==> src/rtl/sdram_init_refresh_seq_if.sv <==
// Command pins and refresh handshake between the SDRAM init/refresh sequencer
// and the rest of the controller.
interface sdram_init_refresh_seq_if #(
  parameter int unsigned AW = 12
);
  logic          sdr_cke;
  logic          sdr_cs_n;
  logic          sdr_ras_n;
  logic          sdr_cas_n;
  logic          sdr_we_n;
  logic [AW-1:0] sdr_addr;
  logic [1:0]    sdr_ba;
  logic          init_done;
  logic          ref_req;
  logic          ref_gnt;
  logic          ref_busy;

  modport master (
    output sdr_cke, sdr_cs_n, sdr_ras_n, sdr_cas_n, sdr_we_n,
    output sdr_addr, sdr_ba, init_done, ref_req, ref_busy,
    input  ref_gnt
  );

  modport slave (
    input  sdr_cke, sdr_cs_n, sdr_ras_n, sdr_cas_n, sdr_we_n,
    input  sdr_addr, sdr_ba, init_done, ref_req, ref_busy,
    output ref_gnt
  );
endinterface

==> src/rtl/sdram_init_refresh_seq.sv <==
// SDRAM power-up sequencer (wait, PRECHARGE ALL, N x AUTO REFRESH, LMR) followed
// by periodic refresh requests executed on arbiter grant.
module sdram_init_refresh_seq #(
  parameter int unsigned INIT_CYCLES    = 10000,
  parameter int unsigned T_RP           = 2,
  parameter int unsigned T_RFC          = 7,
  parameter int unsigned T_MRD          = 2,
  parameter int unsigned INIT_REFRESHES = 8,
  parameter int unsigned REF_INTERVAL   = 1560,
  parameter int unsigned AW             = 12,
  parameter logic [AW-1:0] MODE_REG     = 12'h033
) (
  input  logic                     clk,
  input  logic                     rst_n,
  sdram_init_refresh_seq_if.master sdr
);

  localparam int unsigned CNT_MAX01 = (INIT_CYCLES > T_RP)  ? INIT_CYCLES : T_RP;
  localparam int unsigned CNT_MAX23 = (T_RFC > T_MRD)       ? T_RFC       : T_MRD;
  localparam int unsigned CNT_MAX   = (CNT_MAX01 > CNT_MAX23) ? CNT_MAX01 : CNT_MAX23;
  localparam int unsigned CW        = $clog2(CNT_MAX + 1);
  localparam int unsigned RW        = $clog2(INIT_REFRESHES + 1);
  localparam int unsigned TW        = $clog2(REF_INTERVAL + 1);

  // Wait states hold for (T-1) NOP cycles; the counter starts at 0 on entry.
  localparam int unsigned TRP_LAST  = (T_RP  > 1) ? T_RP  - 2 : 0;
  localparam int unsigned TRFC_LAST = (T_RFC > 1) ? T_RFC - 2 : 0;
  localparam int unsigned TMRD_LAST = (T_MRD > 1) ? T_MRD - 2 : 0;

  localparam logic [AW-1:0] ADDR_A10 = AW'(11'h400);

  typedef enum logic [3:0] {
    CMD_LMR      = 4'b0000,
    CMD_AREF     = 4'b0001,
    CMD_PRE      = 4'b0010,
    CMD_NOP      = 4'b0111,
    CMD_DESELECT = 4'b1111
  } cmd_e;

  typedef enum logic [3:0] {
    ST_RST_WAIT,
    ST_INIT_PRE,
    ST_INIT_TRP,
    ST_INIT_AR,
    ST_INIT_TRFC,
    ST_INIT_LMR,
    ST_INIT_TMRD,
    ST_IDLE,
    ST_REF_PRE,
    ST_REF_TRP,
    ST_REF_AR,
    ST_REF_TRFC
  } state_e;

  state_e        r_state;
  state_e        w_state_nxt;
  logic [CW-1:0] r_cnt;
  logic [RW-1:0] r_icnt;
  logic [RW-1:0] w_icnt_inc;
  logic [TW-1:0] r_tmr;
  logic [2:0]    r_pend;
  logic          r_init_done;
  logic          r_cke;
  cmd_e          r_cmd;
  cmd_e          w_cmd_nxt;
  logic [AW-1:0] r_addr;
  logic [AW-1:0] w_addr_nxt;
  logic          w_counting;
  logic          w_expire;
  logic          w_dec;
  logic          w_ref_req;

  assign w_icnt_inc = r_icnt + RW'(1);
  assign w_ref_req  = (r_state == ST_IDLE) && (r_pend != 3'd0);
  assign w_expire   = r_init_done && (r_tmr == TW'(REF_INTERVAL - 1));
  assign w_dec      = (r_state == ST_REF_AR);
  assign w_counting = (r_state == ST_RST_WAIT)  || (r_state == ST_INIT_TRP) ||
                      (r_state == ST_INIT_TRFC) || (r_state == ST_INIT_TMRD) ||
                      (r_state == ST_REF_TRP)   || (r_state == ST_REF_TRFC);

  always_ff @(posedge clk or negedge rst_n) begin
    if (!rst_n) begin
      r_state <= ST_RST_WAIT;
      r_cnt   <= '0;
    end else begin
      r_state <= w_state_nxt;
      if (w_state_nxt != r_state) begin
        r_cnt <= '0;
      end else if (w_counting) begin
        r_cnt <= r_cnt + CW'(1);
      end
    end
  end

  // Command pins are registered from the next state so each command appears
  // for exactly the cycle the FSM spends in the matching state.
  always_comb begin
    w_state_nxt = r_state;
    w_cmd_nxt   = CMD_NOP;
    w_addr_nxt  = '0;

    case (r_state)
      ST_RST_WAIT:
        if (r_cnt == CW'(INIT_CYCLES)) w_state_nxt = ST_INIT_PRE;
      ST_INIT_PRE:
        w_state_nxt = (T_RP > 1) ? ST_INIT_TRP : ST_INIT_AR;
      ST_INIT_TRP:
        if (r_cnt == CW'(TRP_LAST)) w_state_nxt = ST_INIT_AR;
      ST_INIT_AR:
        if (T_RFC > 1)                             w_state_nxt = ST_INIT_TRFC;
        else if (w_icnt_inc < RW'(INIT_REFRESHES)) w_state_nxt = ST_INIT_AR;
        else                                       w_state_nxt = ST_INIT_LMR;
      ST_INIT_TRFC:
        if (r_cnt == CW'(TRFC_LAST))
          w_state_nxt = (r_icnt < RW'(INIT_REFRESHES)) ? ST_INIT_AR : ST_INIT_LMR;
      ST_INIT_LMR:
        w_state_nxt = (T_MRD > 1) ? ST_INIT_TMRD : ST_IDLE;
      ST_INIT_TMRD:
        if (r_cnt == CW'(TMRD_LAST)) w_state_nxt = ST_IDLE;
      ST_IDLE:
        if (w_ref_req && sdr.ref_gnt) w_state_nxt = ST_REF_PRE;
      ST_REF_PRE:
        w_state_nxt = (T_RP > 1) ? ST_REF_TRP : ST_REF_AR;
      ST_REF_TRP:
        if (r_cnt == CW'(TRP_LAST)) w_state_nxt = ST_REF_AR;
      ST_REF_AR:
        w_state_nxt = (T_RFC > 1) ? ST_REF_TRFC : ST_IDLE;
      ST_REF_TRFC:
        if (r_cnt == CW'(TRFC_LAST)) w_state_nxt = ST_IDLE;
      default:
        w_state_nxt = ST_RST_WAIT;
    endcase

    case (w_state_nxt)
      ST_INIT_PRE, ST_REF_PRE: begin
        w_cmd_nxt  = CMD_PRE;
        w_addr_nxt = ADDR_A10;
      end
      ST_INIT_AR, ST_REF_AR: w_cmd_nxt = CMD_AREF;
      ST_INIT_LMR: begin
        w_cmd_nxt  = CMD_LMR;
        w_addr_nxt = MODE_REG;
      end
      default: ;
    endcase
  end

  always_ff @(posedge clk or negedge rst_n) begin
    if (!rst_n) begin
      r_cke  <= 1'b0;
      r_cmd  <= CMD_DESELECT;
      r_addr <= '0;
    end else begin
      r_cke  <= 1'b1;
      r_cmd  <= w_cmd_nxt;
      r_addr <= w_addr_nxt;
    end
  end

  always_ff @(posedge clk or negedge rst_n) begin
    if (!rst_n) begin
      r_icnt      <= '0;
      r_init_done <= 1'b0;
    end else begin
      if (r_state == ST_INIT_AR) r_icnt <= w_icnt_inc;
      if (w_state_nxt == ST_IDLE) r_init_done <= 1'b1;
    end
  end

  // Timer idles at 0 until init completes, so the first expiry lands
  // REF_INTERVAL cycles after init_done rises.
  always_ff @(posedge clk or negedge rst_n) begin
    if (!rst_n) begin
      r_tmr  <= '0;
      r_pend <= '0;
    end else begin
      if (r_init_done) begin
        r_tmr <= w_expire ? '0 : r_tmr + TW'(1);
      end
      case ({w_expire, w_dec})
        2'b10:   if (r_pend != 3'd7) r_pend <= r_pend + 3'd1;
        2'b01:   r_pend <= r_pend - 3'd1;
        default: ;
      endcase
    end
  end

  assign sdr.sdr_cke   = r_cke;
  assign sdr.sdr_cs_n  = r_cmd[3];
  assign sdr.sdr_ras_n = r_cmd[2];
  assign sdr.sdr_cas_n = r_cmd[1];
  assign sdr.sdr_we_n  = r_cmd[0];
  assign sdr.sdr_addr  = r_addr;
  assign sdr.sdr_ba    = '0;
  assign sdr.init_done = r_init_done;
  assign sdr.ref_req   = w_ref_req;
  assign sdr.ref_busy  = (r_state == ST_REF_PRE) || (r_state == ST_REF_TRP) ||
                         (r_state == ST_REF_AR)  || (r_state == ST_REF_TRFC);

endmodule

==> src/flat_wrapper.sv <==
// flat-port wrapper written by rule: the top's interface ports become plain ports
module sdram_init_refresh_seq_flat 
#(
  parameter int unsigned INIT_CYCLES    = 10000,
  parameter int unsigned T_RP           = 2,
  parameter int unsigned T_RFC          = 7,
  parameter int unsigned T_MRD          = 2,
  parameter int unsigned INIT_REFRESHES = 8,
  parameter int unsigned REF_INTERVAL   = 1560,
  parameter int unsigned AW             = 12,
  parameter logic [AW-1:0] MODE_REG     = 12'h033
)
  (clk, rst_n, sdr_sdr_cke, sdr_sdr_cs_n, sdr_sdr_ras_n, sdr_sdr_cas_n, sdr_sdr_we_n, sdr_sdr_addr, sdr_sdr_ba, sdr_init_done, sdr_ref_req, sdr_ref_busy, sdr_ref_gnt);
  sdram_init_refresh_seq_if #(.AW(AW)) sdr_i ();
  input  logic clk;
  input  logic rst_n;
  output wire logic [$bits(sdr_i.sdr_cke)-1:0] sdr_sdr_cke;
  output wire logic [$bits(sdr_i.sdr_cs_n)-1:0] sdr_sdr_cs_n;
  output wire logic [$bits(sdr_i.sdr_ras_n)-1:0] sdr_sdr_ras_n;
  output wire logic [$bits(sdr_i.sdr_cas_n)-1:0] sdr_sdr_cas_n;
  output wire logic [$bits(sdr_i.sdr_we_n)-1:0] sdr_sdr_we_n;
  output wire logic [$bits(sdr_i.sdr_addr)-1:0] sdr_sdr_addr;
  output wire logic [$bits(sdr_i.sdr_ba)-1:0] sdr_sdr_ba;
  output wire logic [$bits(sdr_i.init_done)-1:0] sdr_init_done;
  output wire logic [$bits(sdr_i.ref_req)-1:0] sdr_ref_req;
  output wire logic [$bits(sdr_i.ref_busy)-1:0] sdr_ref_busy;
  input wire logic [$bits(sdr_i.ref_gnt)-1:0] sdr_ref_gnt;
  assign sdr_sdr_cke = sdr_i.sdr_cke;
  assign sdr_sdr_cs_n = sdr_i.sdr_cs_n;
  assign sdr_sdr_ras_n = sdr_i.sdr_ras_n;
  assign sdr_sdr_cas_n = sdr_i.sdr_cas_n;
  assign sdr_sdr_we_n = sdr_i.sdr_we_n;
  assign sdr_sdr_addr = sdr_i.sdr_addr;
  assign sdr_sdr_ba = sdr_i.sdr_ba;
  assign sdr_init_done = sdr_i.init_done;
  assign sdr_ref_req = sdr_i.ref_req;
  assign sdr_ref_busy = sdr_i.ref_busy;
  assign sdr_i.ref_gnt = sdr_ref_gnt;
  sdram_init_refresh_seq #(.INIT_CYCLES(INIT_CYCLES), .T_RP(T_RP), .T_RFC(T_RFC), .T_MRD(T_MRD), .INIT_REFRESHES(INIT_REFRESHES), .REF_INTERVAL(REF_INTERVAL), .AW(AW), .MODE_REG(MODE_REG)) u_core (.clk(clk), .rst_n(rst_n), .sdr(sdr_i));
endmodule
==> config.mk <==
export PLATFORM = sky130hd
export DESIGN_NAME = sdram_init_refresh_seq_flat
export DESIGN_NICKNAME = d
export VERILOG_FILES = /design/src/rtl/sdram_init_refresh_seq_if.sv /design/src/rtl/sdram_init_refresh_seq.sv /design/src/flat_wrapper.sv
export SDC_FILE = /design/constraint.sdc
export NUM_CORES = 1
export LEC_CHECK = 0
export BUFFER_PORTS_ARGS = -buffer_cell sky130_fd_sc_hd__buf_4
export CORE_ASPECT_RATIO = 1.75
export CORE_MARGIN = 5
export CORE_UTILIZATION = 55
export DETAILED_ROUTE_END_ITERATION = 6
export PLACE_DENSITY = 0.71
export SLEW_MARGIN = 25
export SYNTH_ARGS = -nofsm -noshare
export SYNTH_HDL_FRONTEND = slang
export SYNTH_SLANG_ARGS = --single-unit
==> constraint.sdc <==
create_clock -name clk -period 3.1 [get_ports clk]
set_input_delay 0.775 -clock clk [delete_from_list [all_inputs] [get_ports clk]]
set_output_delay 0.775 -clock clk [all_outputs]
set_load 0.005 [all_outputs]
==> results.tsv, run 1 <==
stage	metric	value	unit
placed_design	dpl.hpwl	3770	um
setup_path	slowest_delay	0.56	ns
logic_synthesis	synth_area_leaders	dfrtp_1 39%, xnor2_1 5.8%, nor2_1 5.2%, o21ai_0 4.3%, dfstp_2 4.1%	
sta	rsz0062_at_grt	no	
clocking	cts-root-buf	clkbuf_8	
sta	fin_crit	2.47	ns
clocking	postCtsSetupBuffers	0	
clocking	clk_latency	0.30	ns
setup_path	crit_top_cell	a21oi_1	
sta	layout_setup_ws	0.635	ns
job	drv_cap	0	
sta	fin_tns_setup	0	ns
final_layout	drive_gt1_share	12.8	%
final_layout	fin_nets	296	
global_route	grt_use_total	18.3	%
logic_synthesis	ys_seq_area_share	43.4	%
setup_path	setup.worst_path.start_class	flip-flop	
clocking	hold_buffers	0	
pwr	irDropWorstVdd	0.000272	V
placed_design	routabilityCongestion	0.898	
clocking	clk_pin_slew_worst_paths	0.09	ns
final_layout	nFillCells	401	
sta	max_freq	406	MHz
setup_path	r2r_cells	7	
sta	finClkSkew	0.0124	ns
route	drtIter0Drc	72	
clocking	cts_resized	0	
die	start_util	57.3	%
setup_path	crit_type	reg -> reg	
final_layout	syn_to_final_growth	8.30	%
die	die_height	100	um
clocking	cts_tree	done	
die	rows	32	
clocking	clock_path_buffers	2	
global_route	grt_pass1_wl	8700	um
logic_synthesis	ys_seq_elements	44	
logic_synthesis	synth_top_cell_by_area	dfrtp_1	
logic_synthesis	synth_area	2550	um2
placed_design	port_buffers	15	
logic_synthesis	synth_top_area_share	39.3	%
global_route	grt_overflow	0	
logic_synthesis	ys_warn_count	0	
clocking	htreeDepth	2	
route	drc	0	
sta	final-hold-violation-count	0	
setup_path	crit_chain	or4_1, or3_1, nand2_1, fa_1, nor2_1, a21oi_1, a21oi_1	
die	dieArea	6150	um2
clocking	numCtsBuffers	5	
sta	post-route-period-util	79.5	%
final_layout	n_antenna_cell	0	
global_route	antenna_found_initial	0	
setup_path	required	3.33	ns
setup_path	worst-path-max-fanout	7	
setup_path	cp_slowest_cell	or4_1	
route	postRouteAntennaNets	0	
logic_synthesis	ys_types	46	
route	vias	1938	
global_route	grt_pass1_vias	1902	
route	wirelength	5090	um
worst_hold_path	min_path_type	in -> async	
sta	setup_viol_count_final	0	
setup_path	cp.arrival	2.69	ns
placed_design	detailedPlace.worstSlack	0.668	ns
setup_path	end_kind	flip-flop	
clocking	clock_sinks	44	
logic_synthesis	synthFlopType	dfrtp_1	
die	top_level_ports	25	
logic_synthesis	synth.avg_cell_area	9.17	um2
logic_synthesis	synth_edf_count	0	
sta	relSlewSlack	50.3	%
route	vias_per_cell	5.72	
placed_design	post_dp_cell_area	2630	um2
die	core	4440	um2
global_route	grt_max_degree	45	
route	dr.pass1.iters	4	
logic_synthesis	synth_common_cells	40 x dfrtp_1, 35 x nor2_1, 22 x o21ai_0, 17 x nand2_1, 17 x xnor2_1	
logic_synthesis	synth_cells	278	
logic_synthesis	synth-async-reset-ratio	100	%
route	routedWlPerCell	15.0	um
final_layout	regArea	1110	um2
die	die_x	61.5	um
sta	worstMarginPinSlew	0.743	ns
logic_synthesis	yosysMostFrequentCell	dfrtp_1	
final_layout	finalInstanceArea	2760	um2
pwr	p_leak	0.00124	uW
pwr	pwr_density_cell	401	nW/um2
sta	maxSlewViolCount	0	
status	status	finished, final reports clean	
pwr	total_power	1110	uW
final_layout	multi_input_area	1280	um2
## worst paths after layout
path	startpoint	slack, ns	end
worst max-delay path	u_core.r_tmr[5]$_DFFE_PN0P_	0.63	u_core.r_pend[1]$_DFFE_PN0P_
worst min-delay path	rst_n	0.45	u_core.r_tmr[10]$_DFFE_PN0P_
worst max register to register	u_core.r_tmr[5]$_DFFE_PN0P_	0.63	u_core.r_pend[1]$_DFFE_PN0P_
worst min register to register	u_core.r_icnt[2]$_DFFE_PN0P_	0.48	u_core.r_icnt[2]$_DFFE_PN0P_
max in group asynchronous	rst_n	2.27	u_core.r_cmd[3]$_DFF_PN1_
min in group clk	u_core.r_icnt[2]$_DFFE_PN0P_	0.48	u_core.r_icnt[2]$_DFFE_PN0P_
## sequential cells by signal (all words and copies together) (netlist names)
name,cells
u_core.r_icnt,4
u_core.sdr.sdr_cke,1
u_core.r_pend,3
u_core.sdr.sdr_addr,2
u_core.r_state,4
u_core.sdr.init_done,1
u_core.r_cmd,4
u_core.r_cnt,14
u_core.r_tmr,11
## routing by layer
metal | GRT usage (%) | up-vias | wire (um) | part of all wire (%)
li1 | - | 956 | - | -
met1 | 21.1 | 940 | 2030 | 40
met2 | 32.9 | 30 | 2840 | 56
met3 | 2.70 | 12 | 136 | 2.7
met4 | 6.70 | 0 | 88 | 1.7
met5 | 0 | - | 0 | 0
## final cells by class
cell class | instances | area share [%]
Multi-Input combinational cell | 207 | 46.6
Inverter | 12 | 1.63
Timing Repair Buffer | 17 | 4.62
Clock buffer | 6 | 2.63
Clock inverter | 2 | 2.18
Sequential cell | 44 | 40.1
Tap cell | 51 | 2.31
## placed cells by master (no fill, tap or decap), types with 3 or more instances in the layout
master / instances
o31a_1: 3
a21oi_1: 12
nor3_1: 7
dfstp_2: 4
ha_1: 5
conb_1: 11
nor2_1: 35
inv_1: 12
and3_1: 4
nand2_1: 17
o211ai_1: 3
xnor2_1: 16
xor2_1: 8
nand4_1: 13
clkbuf_8: 5
o21ai_0: 22
buf_4: 17
or3_1: 3
nand3_1: 13
dfrtp_1: 40
## power breakdown
group	internal [uW]	switching, uW
logic	3.28	14.4
registers	575	0.337
clock network	322	192
total	901	206
## cell families (layout without fill, tap and decap cells)
kind of cell / after synthesis / after routing / synth area share, %
AND/OR/NAND/NOR: 112 / 112 / 23.5
flip-flops: 44 / 44 / 43.4
other: 2 / 11 / 0.295
AO/OA/AOI/OAI: 50 / 50 / 11.9
XOR/XNOR: 25 / 25 / 8.59
multiplexers: 3 / 3 / 1.28
buffers and inverters: 36 / 37 / 7.81
adder cells (fa/ha/maj): 6 / 6 / 3.24
## worst max-delay path, delay by kind of cell, from the launching register on
| kind | cells | cell delay, ns |
|---|---|---|
| adders and majority gates | 1 | 0.42 |
| DFF | 1 | 0.45 |
| AOI/OAI and AO/OA | 2 | 0.20 |
| and+or+nand+nor | 4 | 1.30 |
## stage by stage
stage	cells	utilization (%)	hold WS, ns
2_1_floorplan	287	-	0.445
3_3_place_gp	331	59.0	0.466
3_5_place_dp	331	59.1	0.468
4_1_cts	339	62.1	0.467
5_1_grt	339	62.1	0.498
6_report	339	62.1	0.451
Note: power is estimated with default switching activity, not from simulation.
==> run 2, diff against run 1 <==
--- a/config.mk
+++ b/config.mk
@@ -5,6 +5,7 @@
 export SDC_FILE = /design/constraint.sdc
 export NUM_CORES = 1
 export LEC_CHECK = 0
+export ABC_AREA = 1
 export BUFFER_PORTS_ARGS = -buffer_cell sky130_fd_sc_hd__buf_4
 export CORE_ASPECT_RATIO = 1.75
 export CORE_MARGIN = 5
==> constraint.sdc (replaced) <==
create_clock -name clk -period 2.55 [get_ports clk]
set_input_delay 0.6375 -clock clk [delete_from_list [all_inputs] [get_ports clk]]
set_output_delay 0.6375 -clock clk [all_outputs]
set_load 0.005 [all_outputs]
==> run 2 against run 1 <==
  * Sequential power increased by 22%
  * Clock power grew 10%
  * Hold slack worse by 0.14 ns
  * Total power rose by 16%
  * Flip-flop and latch count unchanged
  * Area after synthesis up 3.3%
  * Clock-buffer cell count did not move
  * Non-clock buffer count up 1
  * Sequential share of layout area decreased by 1.6 points
  * Largest power group unchanged
==> results.tsv, run 2 <==
stage	metric	value	unit	change
status	status	finished, final reports clean		
clocking	clk_latency	0.30	ns	about the same
global_route	grt_max_degree	45		unchanged
logic_synthesis	synth_top_cell_by_area	dfrtp_1		
job	drv_cap	0		unchanged
final_layout	final_common_cell	nand2_1		
setup_path	worstReg2RegStart	u_core.r_cnt[7]$_DFFE_PN0P_		
pwr	pwr_density_cell	448	nW/um2	+12%
setup_path	crit_type	reg -> reg		
route	drtIter0Drc	73		+1.4%
placed_design	routabilityCongestion	0.924		+2.9%
global_route	grt_pass1_vias	1959		+3.0%
die	top_level_ports	25		unchanged
final_layout	syn_to_final_growth	9.32	%	
pwr	p_leak	0.00141	uW	+14%
clocking	cts_tree	done		
logic_synthesis	ys_types	34		-26%
global_route	grt_use_total	17.5	%	-0.89 points
logic_synthesis	ys_seq_area_share	42.0	%	-1.4 points
logic_synthesis	synth.avg_cell_area	8.10	um2	-12%
sta	max_freq	473	MHz	+17%
sta	rsz0062_at_grt	no		
clocking	cts-root-buf	clkbuf_8		
die	dieArea	6320	um2	+2.9%
final_layout	regMostFlops	u_core.r_cnt		
global_route	grt_overflow	0		unchanged
clocking	numCtsBuffers	5		unchanged
logic_synthesis	synth_area	2630	um2	+3.3%
logic_synthesis	synth_cells	325		+17%
sta	fin_tns_setup	0	ns	unchanged
logic_synthesis	synth_common_cells	59 x nand2_1, 47 x nor2_1, 40 x dfrtp_1, 39 x inv_1, 22 x nand3_1		
route	drc	0		unchanged
clocking	clk_pin_slew_worst_paths	0.09	ns	about the same
sta	post-route-period-util	82.9	%	+3.4 points
route	vias	2004		+3.4%
placed_design	port_buffers	15		unchanged
setup_path	cp.arrival	2.30	ns	-0.39 ns
logic_synthesis	ys_warn_count	0		unchanged
setup_path	crit_chain	nor2_1, nand2_1, nor2_1, nand3_1, a21oi_2, nand2_4, xor2_2, nand2_2, buf_4, nor2_4		
logic_synthesis	synth-async-reset-ratio	100	%	unchanged
die	die_height	102	um	+1.5%
global_route	antenna_found_initial	0		unchanged
logic_synthesis	synth_edf_count	0		unchanged
setup_path	setup.worst_path.start_class	flip-flop		
final_layout	fin_util	61.7	%	-0.43 points
setup_path	end_kind	flip-flop		
pwr	irDropWorstVdd	0.000475	V	+74%
setup_path	cp_slowest_cell	dfrtp_1		
final_layout	drive_gt1_share	21.0	%	+8.2 points
logic_synthesis	synth-xor-area-share	4.61	%	-4.0 points
sta	final-hold-violation-count	0		unchanged
logic_synthesis	synth_top_area_share	38.0	%	-1.3 points
sta	relSlewSlack	64.3	%	+14 points
setup_path	reg2reg_to	u_core.r_cnt[7]$_DFFE_PN0P_		
placed_design	dpl.hpwl	4020	um	+6.8%
setup_path	required	2.73	ns	-0.60 ns
global_route	grt_pass1_wl	8800	um	+1.2%
clocking	htreeDepth	2		unchanged
final_layout	top_regs	u_core.r_cnt: 14 flops, u_core.r_tmr: 11 flops		
final_layout	n_antenna_cell	0		unchanged
logic_synthesis	synth_compound_area_share	6.80	%	-5.1 points
clocking	hold_buffers	0		unchanged
route	dr.pass1.iters	4		unchanged
setup_path	r2r_slack	0.44	ns	-0.20 ns
sta	setup_viol_count_final	0		unchanged
logic_synthesis	yosysMostFrequentCell	nand2_1		
logic_synthesis	ys_seq_elements	44		unchanged
route	wirelength	5200	um	+2.1%
logic_synthesis	synthAdderAreaFrac	3.14	%	-0.10 points
logic_synthesis	synth_top_family_by_area	simple AND/OR/NAND/NOR gates		
sta	fin_crit	2.11	ns	-0.351 ns
sta	maxSlewViolCount	0		unchanged
clocking	clock_sinks	44		unchanged
logic_synthesis	synth-simple-area-share	32.4	%	+8.9 points
logic_synthesis	synthFlopType	dfrtp_1		
logic_synthesis	synth_area_leaders	dfrtp_1 38%, nand2_1 8.4%, nor2_1 6.7%, inv_1 5.6%, nor2_4 4.3%		
final_layout	final_cell_mix	59 x nand2_1, 47 x nor2_1, 40 x dfrtp_1		
worst_hold_path	min_path_type	in -> async		
setup_path	slowest_delay	0.41	ns	-0.15 ns
clocking	clock_path_buffers	2		unchanged
setup_path	worst-path-max-fanout	6		-1
setup_path	crit_top_cell	nor2_1		
sta	finClkSkew	0.00665	ns	-0.00571 ns
final_layout	fin_nets	355		+20%
die	core	4670	um2	+5.0%
clocking	postCtsSetupBuffers	0		unchanged
die	rows	33		+3.1%
final_layout	largest_reg_flops	14		unchanged
route	routedWlPerCell	13.0	um	-13%
route	vias_per_cell	5.02		-12%
route	postRouteAntennaNets	0		unchanged
die	start_util	56.4	%	-0.93 points
setup_path	r2r_cells	10		+3
clocking	cts_resized	0		unchanged
die	die_x	62.3	um	+1.4%
sta	worstMarginPinSlew	0.536	ns	-0.207 ns
logic_synthesis	synth_mux_area_share	0	%	-1.3 points
run 2: cell types whose count changed in the layout (fill, tap and decap cells not counted), sizes merged, moves of 3 or more:
cell   change
a21oi      +5
xor2       +4
o31a       -3
nand2     +49
or3        -3
and3       -4
xnor2     -16
nand3     +11
o21ai     -14
nand4      -8
inv       +34
nor2      +31
run 2: worst max path at each step:
stage | startpoint | end | slack [ns]
2_1_floorplan | u_core.r_cnt[0]$_DFFE_PN0P_ | u_core.r_cnt[7]$_DFFE_PN0P_ | 0.74
3_3_place_gp | u_core.r_cnt[0]$_DFFE_PN0P_ | u_core.r_cnt[7]$_DFFE_PN0P_ | 0.51
3_5_place_dp | u_core.r_cnt[0]$_DFFE_PN0P_ | u_core.r_cnt[0]$_DFFE_PN0P_ | 0.47
4_1_cts | u_core.r_cnt[0]$_DFFE_PN0P_ | u_core.r_cnt[7]$_DFFE_PN0P_ | 0.43
5_1_grt | u_core.r_cnt[7]$_DFFE_PN0P_ | u_core.r_cnt[3]$_DFFE_PN0P_ | 0.21
6_report | u_core.r_cnt[7]$_DFFE_PN0P_ | u_core.r_cnt[7]$_DFFE_PN0P_ | 0.44
run 2: routing by layer:
metal	wire length [um]	vias up	global-route usage (%)
met3	188	12	3.66
met1	1940	922	18.2
met2	2940	36	33.1
li1	-	1034	-
met5	0	-	0
met4	133	0	7.68
run 2: worst max-delay path, delay by kind of cell (launching register included):
kind / cells / cell delay (ns)
buffers and inverters: 1 / 0.23
and+or+nand+nor: 7 / 0.98
AOI/OAI and AO/OA: 1 / 0.22
DFF: 1 / 0.41
xor gates and xnor gates: 1 / 0.15
run 2: area by class of cell:
cell class,count,area (um2)
clock buffers,6,82.6
multi-input cells,231,1280
fillers,427,1790
flip-flops and latches,44,1110
inverters,46,173
well taps,52,65.1
repair buffers,18,135
clock inverters,2,38.8
run 2: power breakdown:
part / internal (uW) / switching, uW
sequential: 700 / 0.501
combinational: 3.92 / 18.0
clock: 321 / 246
total: 1020 / 264
run 2: kinds of logic (layout without fill, tap and decap cells):
family,after synthesis,count (layout)
and+or+nand+nor,172,172
buffers and inverters,59,72
DFF,44,44
AOI/OAI and AO/OA,29,29
xor gates and xnor gates,13,13
adders and majority gates,6,6
other,2,11
run 2: per-stage QoR:
step                      std cells  hold WS, ns  area (um2)  total power, uW  setup WS, ns
final                           399        0.316        2880             1290         0.436
after global routing            399        0.366        2880             1340         0.209
after CTS                       399        0.339        2880             1300         0.427
after detailed placement        391        0.461        2760              737         0.467
after global placement          391        0.461        2760              736         0.507
after floorplan                 334        0.342        2670              727         0.743
